==> src/rtl/mc_ctrl_fsm_pkg.sv <==
// Shared definitions for the multi-cycle MIPS control unit.
//   - state_t : FSM state encoding
//   - cls_t   : instruction class produced by the decoder
//   - opcode / funct constants for the supported instruction subset
//   - alu_op codes
//   - one-hot select constants for every datapath mux
//   - wreg_for() : destination-register select from the opcode
package mc_ctrl_pkg;

  typedef enum logic [3:0] {
    S_RST,
    S_FETCH,
    S_DECODE,
    S_EXEC_R,
    S_EXEC_I,
    S_WB_ALU,
    S_EXEC_MA,
    S_MEM_RD,
    S_WB_MEM,
    S_MEM_WR,
    S_BRANCH,
    S_JUMP
  } state_t;

  typedef enum logic [2:0] {
    CLS_R,
    CLS_I,
    CLS_MA,
    CLS_BR,
    CLS_J,
    CLS_ILL
  } cls_t;

  // Opcodes (IR[31:26])
  localparam logic [5:0] OP_RTYPE = 6'h00;
  localparam logic [5:0] OP_J     = 6'h02;
  localparam logic [5:0] OP_BEQ   = 6'h04;
  localparam logic [5:0] OP_ORI   = 6'h0D;
  localparam logic [5:0] OP_LUI   = 6'h0F;
  localparam logic [5:0] OP_LW    = 6'h23;
  localparam logic [5:0] OP_SW    = 6'h2B;

  // R-type funct codes (IR[5:0])
  localparam logic [5:0] FN_ADDU  = 6'h21;
  localparam logic [5:0] FN_SUBU  = 6'h23;

  // ALU operation codes
  localparam logic [2:0] ALU_ADD  = 3'd0;
  localparam logic [2:0] ALU_SUB  = 3'd1;
  localparam logic [2:0] ALU_OR   = 3'd2;
  localparam logic [2:0] ALU_LUI  = 3'd3;

  // Memory address mux
  localparam logic [1:0] SEL_PC      = 2'b01;
  localparam logic [1:0] SEL_ALUOUT  = 2'b10;
  // GPR write-data mux
  localparam logic [1:0] WD_ALUOUT   = 2'b01;
  localparam logic [1:0] WD_MDR      = 2'b10;
  // ALU A-operand mux
  localparam logic [1:0] ALUA_PC     = 2'b01;
  localparam logic [1:0] ALUA_A      = 2'b10;
  // GPR write-register mux
  localparam logic [1:0] WREG_RT     = 2'b01;
  localparam logic [1:0] WREG_RD     = 2'b10;
  // ALU B-operand mux
  localparam logic [3:0] ALUB_B      = 4'b0001;
  localparam logic [3:0] ALUB_4      = 4'b0010;
  localparam logic [3:0] ALUB_IMM    = 4'b0100;
  localparam logic [3:0] ALUB_IMM_SH = 4'b1000;
  // PC next-value mux (upper two inputs are reserved)
  localparam logic [4:0] PC_ALU      = 5'b00001;
  localparam logic [4:0] PC_ALUOUT   = 5'b00010;
  localparam logic [4:0] PC_JUMP     = 5'b00100;

  // R-type instructions write rd, everything else writes rt.
  function automatic logic [1:0] wreg_for(input logic [5:0] op);
    return (op == OP_RTYPE) ? WREG_RD : WREG_RT;
  endfunction

endpackage

==> src/rtl/mc_ctrl_fsm_if.sv <==
// Control-unit <-> datapath bundle.
//   Inputs to the controller : opcode, funct, zero, mem_ready
//   Outputs from controller  : mux selects (one-hot), ext_op, alu_op,
//                              write enables, instr_done, illegal
// modport master : the control FSM
// modport slave  : the datapath / memory side
interface mc_ctrl_fsm_if;
  logic [5:0] opcode;
  logic [5:0] funct;
  logic       zero;
  logic       mem_ready;

  logic [1:0] iord_sel;
  logic [1:0] wdata_sel;
  logic [1:0] alua_sel;
  logic [1:0] wreg_sel;
  logic [3:0] alub_sel;
  logic [4:0] pc_sel;
  logic       ext_op;
  logic [2:0] alu_op;
  logic       pc_we;
  logic       ir_we;
  logic       gpr_we;
  logic       dmem_we;
  logic       mdr_we;
  logic       instr_done;
  logic       illegal;

  modport master (
    input  opcode, funct, zero, mem_ready,
    output iord_sel, wdata_sel, alua_sel, wreg_sel, alub_sel, pc_sel,
           ext_op, alu_op, pc_we, ir_we, gpr_we, dmem_we, mdr_we,
           instr_done, illegal
  );

  modport slave (
    output opcode, funct, zero, mem_ready,
    input  iord_sel, wdata_sel, alua_sel, wreg_sel, alub_sel, pc_sel,
           ext_op, alu_op, pc_we, ir_we, gpr_we, dmem_we, mdr_we,
           instr_done, illegal
  );
endinterface

==> src/rtl/mc_ctrl_fsm_decode.sv <==
// Combinational instruction classifier.
//   i_opcode, i_funct : instruction fields from IR
//   o_cls             : which execution path the FSM takes after DECODE
//   o_illegal         : opcode/funct combination is not supported
module mc_ctrl_decode
  import mc_ctrl_pkg::*;
(
  input  logic [5:0] i_opcode,
  input  logic [5:0] i_funct,
  output cls_t       o_cls,
  output logic       o_illegal
);

  always_comb begin
    o_cls = CLS_ILL;
    case (i_opcode)
      OP_RTYPE: if (i_funct == FN_ADDU || i_funct == FN_SUBU) o_cls = CLS_R;
      OP_ORI,
      OP_LUI:   o_cls = CLS_I;
      OP_LW,
      OP_SW:    o_cls = CLS_MA;
      OP_BEQ:   o_cls = CLS_BR;
      OP_J:     o_cls = CLS_J;
      default:  o_cls = CLS_ILL;
    endcase
    o_illegal = (o_cls == CLS_ILL);
  end

endmodule

==> src/rtl/mc_ctrl_fsm.sv <==
// Multi-cycle MIPS control unit.
//   clk   : rising-edge clock
//   rst_n : asynchronous active-low reset (state returns to S_RST at once)
//   bus   : mc_ctrl_fsm_if.master -- opcode/funct/zero/mem_ready in,
//           one-hot mux selects, ALU controls and write enables out
// Outputs are decoded combinationally from the state register and the
// live inputs, so dropping into S_RST removes every enable in the same
// instant that rst_n falls.
module mc_ctrl_fsm
  import mc_ctrl_pkg::*;
#(
  parameter int RESET_STATE_CYCLES = 1
) (
  input  logic            clk,
  input  logic            rst_n,
  mc_ctrl_fsm_if.master   bus
);

  localparam int CNT_W = (RESET_STATE_CYCLES > 2) ? $clog2(RESET_STATE_CYCLES) : 1;

  state_t           r_state;
  logic [CNT_W-1:0] r_rst_cnt;
  cls_t             w_cls;
  logic             w_illegal;

  mc_ctrl_decode u_decode (
    .i_opcode  (bus.opcode),
    .i_funct   (bus.funct),
    .o_cls     (w_cls),
    .o_illegal (w_illegal)
  );

  // State register and reset-hold counter
  always_ff @(posedge clk or negedge rst_n) begin
    if (!rst_n) begin
      r_state   <= S_RST;
      r_rst_cnt <= '0;
    end else begin
      case (r_state)
        S_RST: begin
          if (int'(r_rst_cnt) >= RESET_STATE_CYCLES - 1) begin
            r_state   <= S_FETCH;
            r_rst_cnt <= '0;
          end else begin
            r_rst_cnt <= r_rst_cnt + 1'b1;
          end
        end
        S_FETCH:   if (bus.mem_ready) r_state <= S_DECODE;
        S_DECODE: begin
          case (w_cls)
            CLS_R:   r_state <= S_EXEC_R;
            CLS_I:   r_state <= S_EXEC_I;
            CLS_MA:  r_state <= S_EXEC_MA;
            CLS_BR:  r_state <= S_BRANCH;
            CLS_J:   r_state <= S_JUMP;
            default: r_state <= S_FETCH;
          endcase
        end
        S_EXEC_R:  r_state <= S_WB_ALU;
        S_EXEC_I:  r_state <= S_WB_ALU;
        S_WB_ALU:  r_state <= S_FETCH;
        S_EXEC_MA: r_state <= (bus.opcode == OP_LW) ? S_MEM_RD : S_MEM_WR;
        S_MEM_RD:  if (bus.mem_ready) r_state <= S_WB_MEM;
        S_WB_MEM:  r_state <= S_FETCH;
        S_MEM_WR:  if (bus.mem_ready) r_state <= S_FETCH;
        S_BRANCH:  r_state <= S_FETCH;
        S_JUMP:    r_state <= S_FETCH;
        default:   r_state <= S_RST;
      endcase
    end
  end

  // Output decode. Every select gets a legal one-hot default so the
  // downstream muxes never see all-zero, even in S_RST.
  always_comb begin
    bus.iord_sel   = SEL_PC;
    bus.wdata_sel  = WD_ALUOUT;
    bus.alua_sel   = ALUA_PC;
    bus.wreg_sel   = wreg_for(bus.opcode);
    bus.alub_sel   = ALUB_B;
    bus.pc_sel     = PC_ALU;
    bus.ext_op     = 1'b1;
    bus.alu_op     = ALU_ADD;
    bus.pc_we      = 1'b0;
    bus.ir_we      = 1'b0;
    bus.gpr_we     = 1'b0;
    bus.dmem_we    = 1'b0;
    bus.mdr_we     = 1'b0;
    bus.instr_done = 1'b0;
    bus.illegal    = 1'b0;

    case (r_state)
      S_FETCH: begin
        bus.iord_sel = SEL_PC;
        bus.alua_sel = ALUA_PC;
        bus.alub_sel = ALUB_4;
        bus.alu_op   = ALU_ADD;
        bus.pc_sel   = PC_ALU;
        bus.ir_we    = bus.mem_ready;
        bus.pc_we    = bus.mem_ready;
      end
      S_DECODE: begin
        // Precompute the branch target into ALUOut while decoding.
        bus.alua_sel = ALUA_PC;
        bus.alub_sel = ALUB_IMM_SH;
        bus.ext_op   = 1'b1;
        bus.alu_op   = ALU_ADD;
        bus.illegal  = w_illegal;
      end
      S_EXEC_R: begin
        bus.alua_sel = ALUA_A;
        bus.alub_sel = ALUB_B;
        bus.alu_op   = (bus.funct == FN_SUBU) ? ALU_SUB : ALU_ADD;
      end
      S_EXEC_I: begin
        bus.alua_sel = ALUA_A;
        bus.alub_sel = ALUB_IMM;
        bus.ext_op   = 1'b0;
        bus.alu_op   = (bus.opcode == OP_LUI) ? ALU_LUI : ALU_OR;
      end
      S_WB_ALU: begin
        bus.wdata_sel  = WD_ALUOUT;
        bus.gpr_we     = 1'b1;
        bus.instr_done = 1'b1;
      end
      S_EXEC_MA: begin
        bus.alua_sel = ALUA_A;
        bus.alub_sel = ALUB_IMM;
        bus.ext_op   = 1'b1;
        bus.alu_op   = ALU_ADD;
      end
      S_MEM_RD: begin
        bus.iord_sel = SEL_ALUOUT;
        bus.mdr_we   = bus.mem_ready;
      end
      S_WB_MEM: begin
        bus.wdata_sel  = WD_MDR;
        bus.gpr_we     = 1'b1;
        bus.instr_done = 1'b1;
      end
      S_MEM_WR: begin
        // Write strobe is held for the whole access; the memory samples
        // it on the cycle it raises mem_ready.
        bus.iord_sel   = SEL_ALUOUT;
        bus.dmem_we    = 1'b1;
        bus.instr_done = bus.mem_ready;
      end
      S_BRANCH: begin
        bus.alua_sel   = ALUA_A;
        bus.alub_sel   = ALUB_B;
        bus.alu_op     = ALU_SUB;
        bus.pc_sel     = PC_ALUOUT;
        bus.pc_we      = bus.zero;
        bus.instr_done = 1'b1;
      end
      S_JUMP: begin
        bus.pc_sel     = PC_JUMP;
        bus.pc_we      = 1'b1;
        bus.instr_done = 1'b1;
      end
      default: ;
    endcase
  end

endmodule

==> src/flat_wrapper.sv <==
// flat-port wrapper written by rule: the top's interface ports become plain ports
module mc_ctrl_fsm_flat import mc_ctrl_pkg::*;
#(
  parameter int RESET_STATE_CYCLES = 1
)
  (clk, rst_n, bus_opcode, bus_funct, bus_zero, bus_mem_ready, bus_iord_sel, bus_wdata_sel, bus_alua_sel, bus_wreg_sel, bus_alub_sel, bus_pc_sel, bus_ext_op, bus_alu_op, bus_pc_we, bus_ir_we, bus_gpr_we, bus_dmem_we, bus_mdr_we, bus_instr_done, bus_illegal);
  mc_ctrl_fsm_if bus_i ();
  input  logic clk;
  input  logic rst_n;
  input wire logic [$bits(bus_i.opcode)-1:0] bus_opcode;
  input wire logic [$bits(bus_i.funct)-1:0] bus_funct;
  input wire logic [$bits(bus_i.zero)-1:0] bus_zero;
  input wire logic [$bits(bus_i.mem_ready)-1:0] bus_mem_ready;
  output wire logic [$bits(bus_i.iord_sel)-1:0] bus_iord_sel;
  output wire logic [$bits(bus_i.wdata_sel)-1:0] bus_wdata_sel;
  output wire logic [$bits(bus_i.alua_sel)-1:0] bus_alua_sel;
  output wire logic [$bits(bus_i.wreg_sel)-1:0] bus_wreg_sel;
  output wire logic [$bits(bus_i.alub_sel)-1:0] bus_alub_sel;
  output wire logic [$bits(bus_i.pc_sel)-1:0] bus_pc_sel;
  output wire logic [$bits(bus_i.ext_op)-1:0] bus_ext_op;
  output wire logic [$bits(bus_i.alu_op)-1:0] bus_alu_op;
  output wire logic [$bits(bus_i.pc_we)-1:0] bus_pc_we;
  output wire logic [$bits(bus_i.ir_we)-1:0] bus_ir_we;
  output wire logic [$bits(bus_i.gpr_we)-1:0] bus_gpr_we;
  output wire logic [$bits(bus_i.dmem_we)-1:0] bus_dmem_we;
  output wire logic [$bits(bus_i.mdr_we)-1:0] bus_mdr_we;
  output wire logic [$bits(bus_i.instr_done)-1:0] bus_instr_done;
  output wire logic [$bits(bus_i.illegal)-1:0] bus_illegal;
  assign bus_i.opcode = bus_opcode;
  assign bus_i.funct = bus_funct;
  assign bus_i.zero = bus_zero;
  assign bus_i.mem_ready = bus_mem_ready;
  assign bus_iord_sel = bus_i.iord_sel;
  assign bus_wdata_sel = bus_i.wdata_sel;
  assign bus_alua_sel = bus_i.alua_sel;
  assign bus_wreg_sel = bus_i.wreg_sel;
  assign bus_alub_sel = bus_i.alub_sel;
  assign bus_pc_sel = bus_i.pc_sel;
  assign bus_ext_op = bus_i.ext_op;
  assign bus_alu_op = bus_i.alu_op;
  assign bus_pc_we = bus_i.pc_we;
  assign bus_ir_we = bus_i.ir_we;
  assign bus_gpr_we = bus_i.gpr_we;
  assign bus_dmem_we = bus_i.dmem_we;
  assign bus_mdr_we = bus_i.mdr_we;
  assign bus_instr_done = bus_i.instr_done;
  assign bus_illegal = bus_i.illegal;
  mc_ctrl_fsm #(.RESET_STATE_CYCLES(RESET_STATE_CYCLES)) u_core (.clk(clk), .rst_n(rst_n), .bus(bus_i));
endmodule
==> config.mk <==
export PLATFORM = sky130hd
export DESIGN_NAME = mc_ctrl_fsm_flat
export DESIGN_NICKNAME = d
export VERILOG_FILES = /design/src/rtl/mc_ctrl_fsm_pkg.sv /design/src/rtl/mc_ctrl_fsm_if.sv /design/src/rtl/mc_ctrl_fsm_decode.sv /design/src/rtl/mc_ctrl_fsm.sv /design/src/flat_wrapper.sv
export SDC_FILE = /design/constraint.sdc
export NUM_CORES = 1
export LEC_CHECK = 0
export ABC_AREA = 1
export BUFFER_PORTS_ARGS = -buffer_cell sky130_fd_sc_hd__buf_2
export CAP_MARGIN = 15
export CORE_ASPECT_RATIO = 1.1
export CORE_MARGIN = 4
export CORE_UTILIZATION = 41
export CTS_CLUSTER_SIZE = 24
export DETAILED_ROUTE_END_ITERATION = 10
export HOLD_SLACK_MARGIN = 0.12
export PLACE_DENSITY_LB_ADDON = 0.05
export SYNTH_ARGS = -nofsm -noshare
export SYNTH_HDL_FRONTEND = slang
export SYNTH_SLANG_ARGS = --single-unit
==> constraint.sdc <==
create_clock -name clk -period 1.8 [get_ports clk]
set_clock_uncertainty 0.15 [all_clocks]
set_input_delay 0 -clock clk [delete_from_list [all_inputs] [get_ports clk]]
set_output_delay 0 -clock clk [all_outputs]
set_load 0.05 [all_outputs]
==> results.py, run 1 <==
metrics = {
    "run_status": {
        "outcome": "finished, final reports clean",
    },
    "synthesis": {
        "ys_types": 25,
        "synth_cells": 117,
        "syn_avg_cell_area_um2": 5.65,
        "yosysTopAreaCell": "dfrtp_1",
        "synth.yosys.seq_area_share": 0.152,
        "synth_top_area_frac": 0.152,
        "ys_ff_latch": 4,
        "ys_warn_count": 0,
        "synthTopCellsByArea": "dfrtp_1, nand2_1, nor2_1",
        "syn_area_um2": 661,
    },
    "critical_path": {
        "timing.rr.start": "u_core.r_state[0]",
        "crit_family": "flip-flops",
        "setup.worst_path.end_class": "primary output",
        "path_max_fanout": 4,
        "cp-start-kind": "flop",
        "path_buf_inv": 3,
        "cpPeakStageDelay_ns": 0.47,
        "slowest_stage": "dfrtp_1",
        "path_common_cell": "inv_2",
        "crit_start": "u_core.r_state[0]",
        "arrival_ns": 1.59,
        "cp.required_ns": 1.65,
        "ff2ff_setup_slack_ns": 0.21,
        "worstSetupPathType": "reg -> out",
        "worstPathCellList": "inv_2 -> or2_4 -> nor2_4 -> inv_2 -> o21ai_2 -> clkbuf_4",
    },
    "detailed_routing": {
        "viasPerCell": 4.73,
        "post-route-drc-count": 0,
        "avgRoutedWirePerCell_um": 10.5,
        "postRouteAntennaNets": 0,
        "firstDrtPassIters": 4,
        "dr_total_vias": 856,
        "drt_iter0_drc": 7,
        "wl_um": 1910,
    },
    "finish": {
        "drive_gt1_frac": 0.503,
        "num-nets-final": 183,
        "seqCellArea_um2": 101,
        "fillers": 146,
        "insertedDiodeCount": 0,
        "final_area_mm2": 0.00101,
        "reg_top3": "u_core.r_state (4)",
        "area_growth_pct": 53.4,
        "largest_reg_flops": 4,
        "multiInputGateArea_um2": 520,
        "final_core_util": 0.706,
        "top_register": "u_core.r_state",
    },
    "cts": {
        "cts_root_buf": "clkbuf_4",
        "clkTransAtPathRegs_ns": 0.04,
        "cts_tree": "built",
        "cts_buffers": 3,
        "htreeDepth": 1,
        "clock-sinks": 4,
        "clk_path_buf_depth": 2,
        "insertion_delay_ns": 0.23,
    },
    "timing": {
        "drv_slew": 0,
        "finalSetupViolCount": 0,
        "hold_slack_ns": 0.119,
        "fin_ws_ns": 0.0642,
        "period_share": 0.964,
        "finalHoldViolations": 0,
        "max_freq_ghz": 0.576,
        "finalCriticalPeriod_ns": 1.74,
    },
    "placed_design": {
        "port_buffers": 40,
        "place_worst_setup_slack_ns": 0.228,
        "gp_congestion": 0.783,
        "place_area_um2": 917,
        "hpwl_um": 1640,
    },
    "floorplan": {
        "start_util": 0.460,
        "rows": 14,
        "ios": 44,
        "die_w_um": 46.3,
        "die-height_um": 50.1,
        "die_area_mm2": 0.00232,
        "core_area_mm2": 0.00144,
    },
    "global_route": {
        "grt_max_degree": 9,
        "grt-ovfl-total": 0,
        "antenna_found_initial": 0,
        "grt_pass1_wl_um": 3150,
        "grt_usage": 0.177,
        "grt_pass1_vias": 790,
    },
    "worst_hold_path": {
        "min_from": "bus_opcode[3]",
        "hold_path.class": "in -> reg",
    },
    "run": {
        "maxCapViolations": 0,
    },
    "power_and_ir_drop": {
        "power_density_mw_per_mm2": 1770,
        "power.total_mw": 1.79,
        "peakVddDrop_uv": 900,
        "total_leakage_power_nw": 0.569,
    },
}
==> stage by stage <==
stage / TNS (ns) / cells
final: 0 / 181
after global routing: -0.0348 / 181
after CTS: 0 / 178
after detailed placement: 0 / 172
after global placement: 0 / 172
after floorplan: -0.199 / 119
==> worst register-to-register path, cell delays in order (launching register included) <==
cell and delay, ns:
dfrtp_1 0.47, inv_2 0.07, or2_4 0.26, nor2_4 0.16, buf_4 0.14, o21ai_4 0.07
nand2_1 0.09, o21ai_2 0.05
==> synthesized netlist by cell type <==
cell / number
a21oi_1: 4
and2_1: 1
buf_4: 3
clkinv_1: 1
conb_1: 1
dfrtp_1: 4
inv_1: 13
inv_2: 6
inv_4: 1
nand2_1: 25
nand2_2: 3
nand3_1: 8
nand4_1: 4
nor2_1: 21
nor2_2: 5
nor2_4: 4
nor3_1: 3
nor3_2: 1
o21ai_0: 1
o21ai_1: 3
o21ai_2: 1
o21ai_4: 1
o221ai_1: 1
or2_4: 1
or3_1: 1
==> placed cells by master, fill, tap and decap left out, drive strengths merged, types with 3 or more instances in the layout <==
| master | synthesis | routed |
|---|---|---|
| nand2 | 28 | 28 |
| conb | 1 | 3 |
| dfrtp | 4 | 4 |
| nor2 | 30 | 30 |
| buf | 3 | 40 |
| inv | 20 | 20 |
| nor3 | 4 | 4 |
| nand3 | 8 | 8 |
| dlygate4sd3 | 0 | 3 |
| nand4 | 4 | 4 |
| o21ai | 6 | 6 |
| a21oi | 4 | 4 |
| clkbuf | 0 | 6 |
==> where the power goes <==
part | internal (mW) | total, mW | switching [mW]
sequential | 0.130 | 0.182 | 0.0522
clock | 0.0743 | 0.108 | 0.0334
combinational | 0.415 | 1.50 | 1.08
==> cell families after synthesis <==
kind of cell,Yosys count,synth area share
and+or+nand+nor,77,0.574
other,1,0.00568
buffers and inverters,24,0.157
AOI/OAI and AO/OA,11,0.112
DFF,4,0.152
==> area by class of cell <==
class	instances	share of cell area
sequential	4	0.100
clock buffer	3	0.0222
inverter	21	0.0852
timing repair buffer	46	0.259
tap	16	0.0198
multi-input combinational	91	0.514
==> per-layer routing <==
| layer | wire (µm) | vias to the layer above | GRT usage |
|---|---|---|---|
| met5 | 0 | - | 0 |
| met4 | 0 | 0 | 0.0569 |
| met3 | 142 | 0 | 0.0218 |
| met2 | 1010 | 29 | 0.314 |
| met1 | 758 | 369 | 0.209 |
| li1 | - | 458 | - |
==> timing repair <==
action                                  in CTS  in global routing
hold endpoints to repair                     8                  0
endpoints found under the setup margin       1                  4
resized for setup                            1                  7
pin swaps                                    0                  2
setup buffers                                0                  3
cloned                                       0                  0
hold buffers                                 3                  0
==> worst paths after layout <==
path,end,depth (start not counted)
setup / recovery,bus_pc_we,6
max in group asynchronous,u_core.r_state[1],3
hold / removal,u_core.r_state[2],5
min in group asynchronous,u_core.r_state[0],3
hold reg to reg,u_core.r_state[3],2
setup reg to reg,u_core.r_state[3],7
No activity file was read; power rests on OpenSTA's default activity.
==> inputs of run 2 (changes only) <==
--- a/config.mk
+++ b/config.mk
@@ -5,12 +5,11 @@
 export SDC_FILE = /design/constraint.sdc
 export NUM_CORES = 1
 export LEC_CHECK = 0
-export ABC_AREA = 1
 export BUFFER_PORTS_ARGS = -buffer_cell sky130_fd_sc_hd__buf_2
 export CAP_MARGIN = 15
 export CORE_ASPECT_RATIO = 1.1
 export CORE_MARGIN = 4
-export CORE_UTILIZATION = 41
+export CORE_UTILIZATION = 42
 export CTS_CLUSTER_SIZE = 24
 export DETAILED_ROUTE_END_ITERATION = 10
 export HOLD_SLACK_MARGIN = 0.12
==> run 2 against run 1 <==
Against the previous run:
- register-to-register slack worse by 0.05 ns
- sequential power increased by 8%
- global-route usage is 6.1 points higher
- sequential share of layout area shrank 2.1 points
- area after synthesis increased by 4.7%
- critical endpoint is now u_core.r_state[3]
- largest cell class unchanged
==> results.py, run 2 <==
metrics = {
    "run_status": {
        "outcome": "finished, final reports clean",
    },
    "global_route": {
        "grt-ovfl-total": 0,
        "top_usage_layer": "met2",
        "grt_pass1_wl_um": 4110,
        "use_met3": 0.0358,
        "antenna_found_initial": 0,
        "use_met2": 0.404,
        "grt_max_degree": 14,
        "grt_pass1_vias": 919,
        "use_met1": 0.277,
        "grt_usage": 0.237,
    },
    "timing": {
        "finalCriticalPeriod_ns": 1.79,
        "rsz0062_at_grt": "yes",
        "finalHoldViolations": 0,
        "period_share": 0.996,
        "max_freq_ghz": 0.558,
        "hold_slack_ns": 0.164,
        "finalSetupViolCount": 0,
        "drv_slew": 0,
    },
    "critical_path": {
        "ff2ff_setup_slack_ns": 0.16,
        "setup.worst_path.end_class": "flop",
        "path_buf_inv": 3,
        "path_common_cell": "dlygate4sd3_1",
        "worstSetupPathType": "in -> reg",
        "cp-start-kind": "input port",
        "cp.required_ns": 1.82,
        "worstPathCellList": "buf_2 -> dlygate4sd3_1 -> nor3_1 -> dlygate4sd3_1 -> a31oi_1 -> o21ai_1",
        "path_max_fanout": 6,
        "crit_family": "buffers and inverters",
        "slowest_stage": "dlygate4sd3_1",
        "arrival_ns": 1.81,
        "cpPeakStageDelay_ns": 0.61,
    },
    "placed_design": {
        "gp_congestion": 0.898,
        "dp.cells": 150,
        "hpwl_um": 1680,
        "port_buffers": 40,
    },
    "finish": {
        "layout_commonest_cell": "buf_2",
        "num-nets-final": 176,
        "largest_reg_flops": 4,
        "final_cell_mix": "buf_2, dlygate4sd3_1, buf_4, buf_6, nor2_1",
        "area_growth_pct": 94.6,
        "drive_gt1_frac": 0.560,
        "top_register": "u_core.r_state",
        "final_core_util": 0.864,
        "reg_top3": "u_core.r_state (4)",
        "fin_cells": 176,
        "insertedDiodeCount": 0,
    },
    "cts": {
        "clk_path_buf_depth": 2,
        "cts_tree": "built",
        "htreeDepth": 1,
        "cts_buffers": 3,
        "clock-sinks": 4,
        "cts_root_buf": "clkbuf_4",
        "insertion_delay_ns": 0.25,
        "clkTransAtPathRegs_ns": 0.04,
    },
    "synthesis": {
        "synth_flop_cell": "dfrtp_1",
        "ys_types": 49,
        "synth_most_common_cell": "nor2_1",
        "synth_top_family_by_area": "simple AND/OR/NAND/NOR gates",
        "syn_area_um2": 692,
        "synth.yosys.seq_area_share": 0.145,
        "synthSimpleGateAreaFrac": 0.409,
        "synthAdderAreaFrac": 0,
        "synth_compound_area_frac": 0.288,
        "synthMuxAreaShare": 0.0145,
        "syn_avg_cell_area_um2": 7.21,
        "synth_top_area_frac": 0.145,
        "yosysTopAreaCell": "dfrtp_1",
        "ys_ff_latch": 4,
        "synth_edf_count": 0,
        "synthTopCellsByArea": "dfrtp_1, nor2_1, nor3_1",
        "ys_warn_count": 0,
        "synth_xor_xnor_area_share": 0.0127,
        "ys_top_cells_by_count": "nor2_1, inv_1, nand2_1, nor3_1",
        "synth_cells": 96,
        "synth-async-reset-ratio": 1.00,
    },
    "power_and_ir_drop": {
        "p_sw_mw": 1.21,
        "total_leakage_power_nw": 0.610,
        "power.total_mw": 2.11,
        "seqPwrFrac": 0.093,
        "p_comb_frac": 0.843,
        "power_density_mw_per_mm2": 1570,
        "swShare": 0.574,
        "pwr-share-clk": 0.064,
        "intPower_mw": 0.900,
        "peakVddDrop_uv": 1060,
    },
    "detailed_routing": {
        "wl_um": 2780,
        "avgRoutedWirePerCell_um": 15.8,
        "viasPerCell": 5.62,
        "firstDrtPassIters": 4,
        "post-route-drc-count": 0,
        "postRouteAntennaNets": 0,
        "drt_iter0_drc": 34,
        "dr_total_vias": 989,
    },
    "floorplan": {
        "die_w_um": 46.7,
        "core_area_mm2": 0.00156,
        "rows": 15,
        "ios": 44,
        "die_area_mm2": 0.00236,
        "start_util": 0.444,
        "die-height_um": 50.6,
    },
    "run": {
        "maxCapViolations": 0,
    },
    "worst_hold_path": {
        "hold_path.class": "in -> reg",
    },
}
[run 2: per-stage QoR]
step | setup WS (ns) | TNS, ns | instance area [µm²]
3_5_place_dp | 0.164 | 0 | 1010
4_1_cts | 0.000997 | 0 | 1220
5_1_grt | -0.0465 | -0.190 | 1350
2_1_floorplan | -0.122 | -0.294 | 820
3_3_place_gp | 0.180 | 0 | 1010
6_report | 0.00750 | 0 | 1350
[run 2: per-layer routing]
metal | up-vias | part of all wire
li1 | 474 | -
met1 | 464 | 0.40
met2 | 46 | 0.52
met3 | 5 | 0.061
met4 | 0 | 0.020
met5 | - | 0
[run 2: kinds of logic after synthesis]
kind of cell           Yosys count
AND/OR/NAND/NOR                 48
AO/OA/AOI/OAI                   25
buffers and inverters           16
flip-flops                       4
XOR/XNOR                         1
multiplexers                     1
other                            1
[run 2: tightest hold or removal path, delay by kind of cell]
kind                   cells  cell delay (ns)
AO/OA/AOI/OAI              2             0.23
AND/OR/NAND/NOR            1             0.14
buffers and inverters      1             0.15
[run 2: cell type report]
| class | count | area, µm² |
|---|---|---|
| Multi-Input combinational cell | 78 | 661 |
| Timing Repair Buffer | 67 | 505 |
| Fill cell | 81 | 211 |
| Sequential cell | 4 | 106 |
| Clock buffer | 4 | 26.3 |
| Inverter | 6 | 26.3 |
| Tap cell | 17 | 21.3 |
[run 2: worst paths after layout]
path | start | end | cells after the start
worst min-delay path | bus_opcode[3] | u_core.r_state[1] | 4
worst min register to register | u_core.r_state[1] | u_core.r_state[3] | 2
min in group asynchronous | rst_n | u_core.r_state[3] | 3
worst max register to register | u_core.r_state[2] | u_core.r_state[2] | 6
max in group asynchronous | rst_n | u_core.r_state[2] | 3
worst max-delay path | bus_opcode[5] | u_core.r_state[3] | 6
[run 2: timing repair]
item                                    CTS  global route
hold buffers                             15             0
buffers inserted                          2             5
pin swaps                                 1             2
resized for setup                         8            28
endpoints found under the setup margin    7            14
hold endpoints to repair                  8             0
[run 2: power by group through the flow]
stage / clock network, mW / logic (mW) / registers (mW)
finish: 0.135 / 1.78 / 0.197
global route: 0.146 / 1.87 / 0.208
CTS: 0.131 / 1.51 / 0.212
detailed placement: 0 / 1.41 / 0.219
global placement: 0 / 1.40 / 0.214
floorplan: 0 / 1.18 / 0.171
==> inputs of run 3 (changes only) <==
--- a/config.mk
+++ b/config.mk
@@ -5,13 +5,12 @@
 export SDC_FILE = /design/constraint.sdc
 export NUM_CORES = 1
 export LEC_CHECK = 0
-export BUFFER_PORTS_ARGS = -buffer_cell sky130_fd_sc_hd__buf_2
 export CAP_MARGIN = 15
-export CORE_ASPECT_RATIO = 1.1
-export CORE_MARGIN = 4
-export CORE_UTILIZATION = 42
+export CORE_AREA = 2 2 39 41
 export CTS_CLUSTER_SIZE = 24
 export DETAILED_ROUTE_END_ITERATION = 10
+export DIE_AREA = 0 0 41 43
+export DONT_BUFFER_PORTS = 1
 export HOLD_SLACK_MARGIN = 0.12
 export PLACE_DENSITY_LB_ADDON = 0.05
 export SYNTH_ARGS = -nofsm -noshare
==> run 3 against run 2 <==
Against the previous run:
- cell area down 3.4%
- fmax down 2.4%
- largest power group unchanged
- sequential power up 20%
- the run now ends with negative setup slack left
- highest routed layer unchanged
- clock power down 4%
==> results.py, run 3 (synthesized netlist as in run 2, its figures left out) <==
metrics = {
    "floorplan": {
        "die_w_um": 41,
        "ios": 44,
        "rows": 14,
        "die-height_um": 43,
        "start_util": 0.500,
        "die_area_mm2": 0.00176,
        "core_area_mm2": 0.00138,
    },
    "power_and_ir_drop": {
        "power_density_mw_per_mm2": 1670,
        "total_leakage_power_nw": 0.555,
        "peakVddDrop_uv": 1170,
    },
    "placed_design": {
        "place_area_um2": 995,
        "gp_congestion": 0.812,
        "place_worst_setup_slack_ns": 0.168,
        "hpwl_um": 1550,
        "port_buffers": 0,
    },
    "global_route": {
        "grt_usage": 0.350,
        "grt_pass1_wl_um": 4280,
        "antenna_found_initial": 0,
        "grt_max_degree": 12,
        "grt-ovfl-total": 0,
        "grt_pass1_vias": 971,
    },
    "finish": {
        "area_growth_pct": 87.9,
        "seqCellArea_um2": 108,
        "num-nets-final": 159,
        "multiInputGateArea_um2": 657,
        "final_area_mm2": 0.00130,
        "layout_commonest_cell": "buf_4",
        "drive_gt1_frac": 0.528,
        "fillers": 49,
        "largest_reg_flops": 4,
        "insertedDiodeCount": 0,
        "reg_top3": "u_core.r_state (4)",
        "final_cell_mix": "buf_4, dlygate4sd3_1, nor2_1, buf_6",
        "top_register": "u_core.r_state",
    },
    "detailed_routing": {
        "post-route-drc-count": 0,
        "wl_um": 3540,
        "firstDrtPassIters": 6,
        "postRouteAntennaNets": 0,
        "drt_iter0_drc": 39,
        "dr_total_vias": 1085,
        "avgRoutedWirePerCell_um": 22.4,
        "viasPerCell": 6.87,
    },
    "timing": {
        "tightest_slew_ns": 0.550,
        "finalSetupViolCount": 5,
        "rsz0062_at_grt": "yes",
        "finalHoldViolations": 0,
        "finalCriticalPeriod_ns": 1.84,
        "relSlewSlack": 0.629,
        "max_freq_ghz": 0.545,
        "period_share": 1.02,
        "fin_ws_ns": -0.0360,
        "drv_slew": 0,
    },
    "critical_path": {
        "cp-start-kind": "flop",
        "arrival_ns": 1.69,
        "path_max_fanout": 9,
        "r2r-end": "u_core.r_state[1]",
        "worstSetupPathType": "reg -> out",
        "crit_start": "u_core.r_state[2]",
        "r2r.worst_path.cells": 5,
        "crit_path_end": "bus_wdata_sel[1]",
        "setup.worst_path.end_class": "primary output",
        "timing.rr.start": "u_core.r_state[0]",
        "ff2ff_setup_slack_ns": -0.02,
        "cp.required_ns": 1.65,
    },
    "run_status": {
        "violations": "negative setup slack",
        "outcome": "finished with violations",
    },
    "cts": {
        "cts_tree": "built",
        "insertion_delay_ns": 0.25,
        "cts_buffers": 3,
        "htreeDepth": 1,
        "cts_root_buf": "clkbuf_4",
        "clk_path_buf_depth": 2,
        "clkTransAtPathRegs_ns": 0.05,
        "clock-sinks": 4,
    },
    "run": {
        "maxCapViolations": 0,
    },
    "worst_hold_path": {
        "hold_path.class": "in -> reg",
    },
}
-- run 3: cell count changes in the layout (fill, tap and decap cells not counted), sizes merged --
cell	change
clkbuf	-2
dlygate4sd3	-1
buf	-15
dlymetal6s4s	+1
-- run 3: worst min path at each step --
stage / start / to / slack [ns] / cells past startpoint
after floorplan: rst_n / u_core.r_state[0] / -0.45 / 0
after global placement: rst_n / u_core.r_state[2] / -0.45 / 0
after detailed placement: rst_n / u_core.r_state[3] / -0.45 / 0
after CTS: bus_opcode[3] / u_core.r_state[3] / -0.07 / 3
after global routing: bus_opcode[1] / bus_alu_op[0] / 0.14 / 1
final: bus_opcode[5] / u_core.r_state[1] / 0.12 / 4
-- run 3: worst max-delay path: stages, from the launching register on --
cell,delay (ns)
dfrtp_4,0.55
nand2b_2,0.26
or3_1,0.37
inv_1,0.10
buf_6,0.16
-- run 3: layer usage --
layer / track usage / part of all wire / wire length (µm)
met1: 0.395 / 0.35 / 1250
met2: 0.563 / 0.52 / 1830
met3: 0.0628 / 0.079 / 278
met4: 0.227 / 0.050 / 177
met5: 0 / 0 / 0
-- run 3: cell type report --
class | count | share of cell area
well taps | 16 | 0.0154
clock buffers | 4 | 0.0202
inverters | 6 | 0.0202
multi-input cells | 78 | 0.505
flip-flops and latches | 4 | 0.0828
repair buffers | 50 | 0.356
-- run 3: timing repair --
item	4_1_cts	5_1_grt
hold endpoints to repair	8	2
buffers inserted	6	2
resized for setup	7	17
gates cloned	0	0
pin swaps	1	5
hold buffers	14	1
endpoints found under the setup margin	7	13
-- run 3: power breakdown --
part / internal, mW / total (mW) / switching, mW / leakage, nW
combinational: 0.682 / 1.80 / 1.12 / 0.495
sequential: 0.135 / 0.237 / 0.102 / 0.0450
clock: 0.0837 / 0.129 / 0.0456 / 0.0150
-- run 3: through the flow --
step                 util  total power, mW  setup TNS (ns)  instances  hold slack, ns
floorplan               -             1.35          -0.294         98          -0.446
global placement    0.719             1.65               0        131          -0.445
detailed placement  0.719             1.67               0        131          -0.445
CTS                 0.883             1.95               0        155         -0.0694
global route        0.939             2.23          -0.298        158           0.143
finish              0.939             2.17         -0.0974        158           0.122
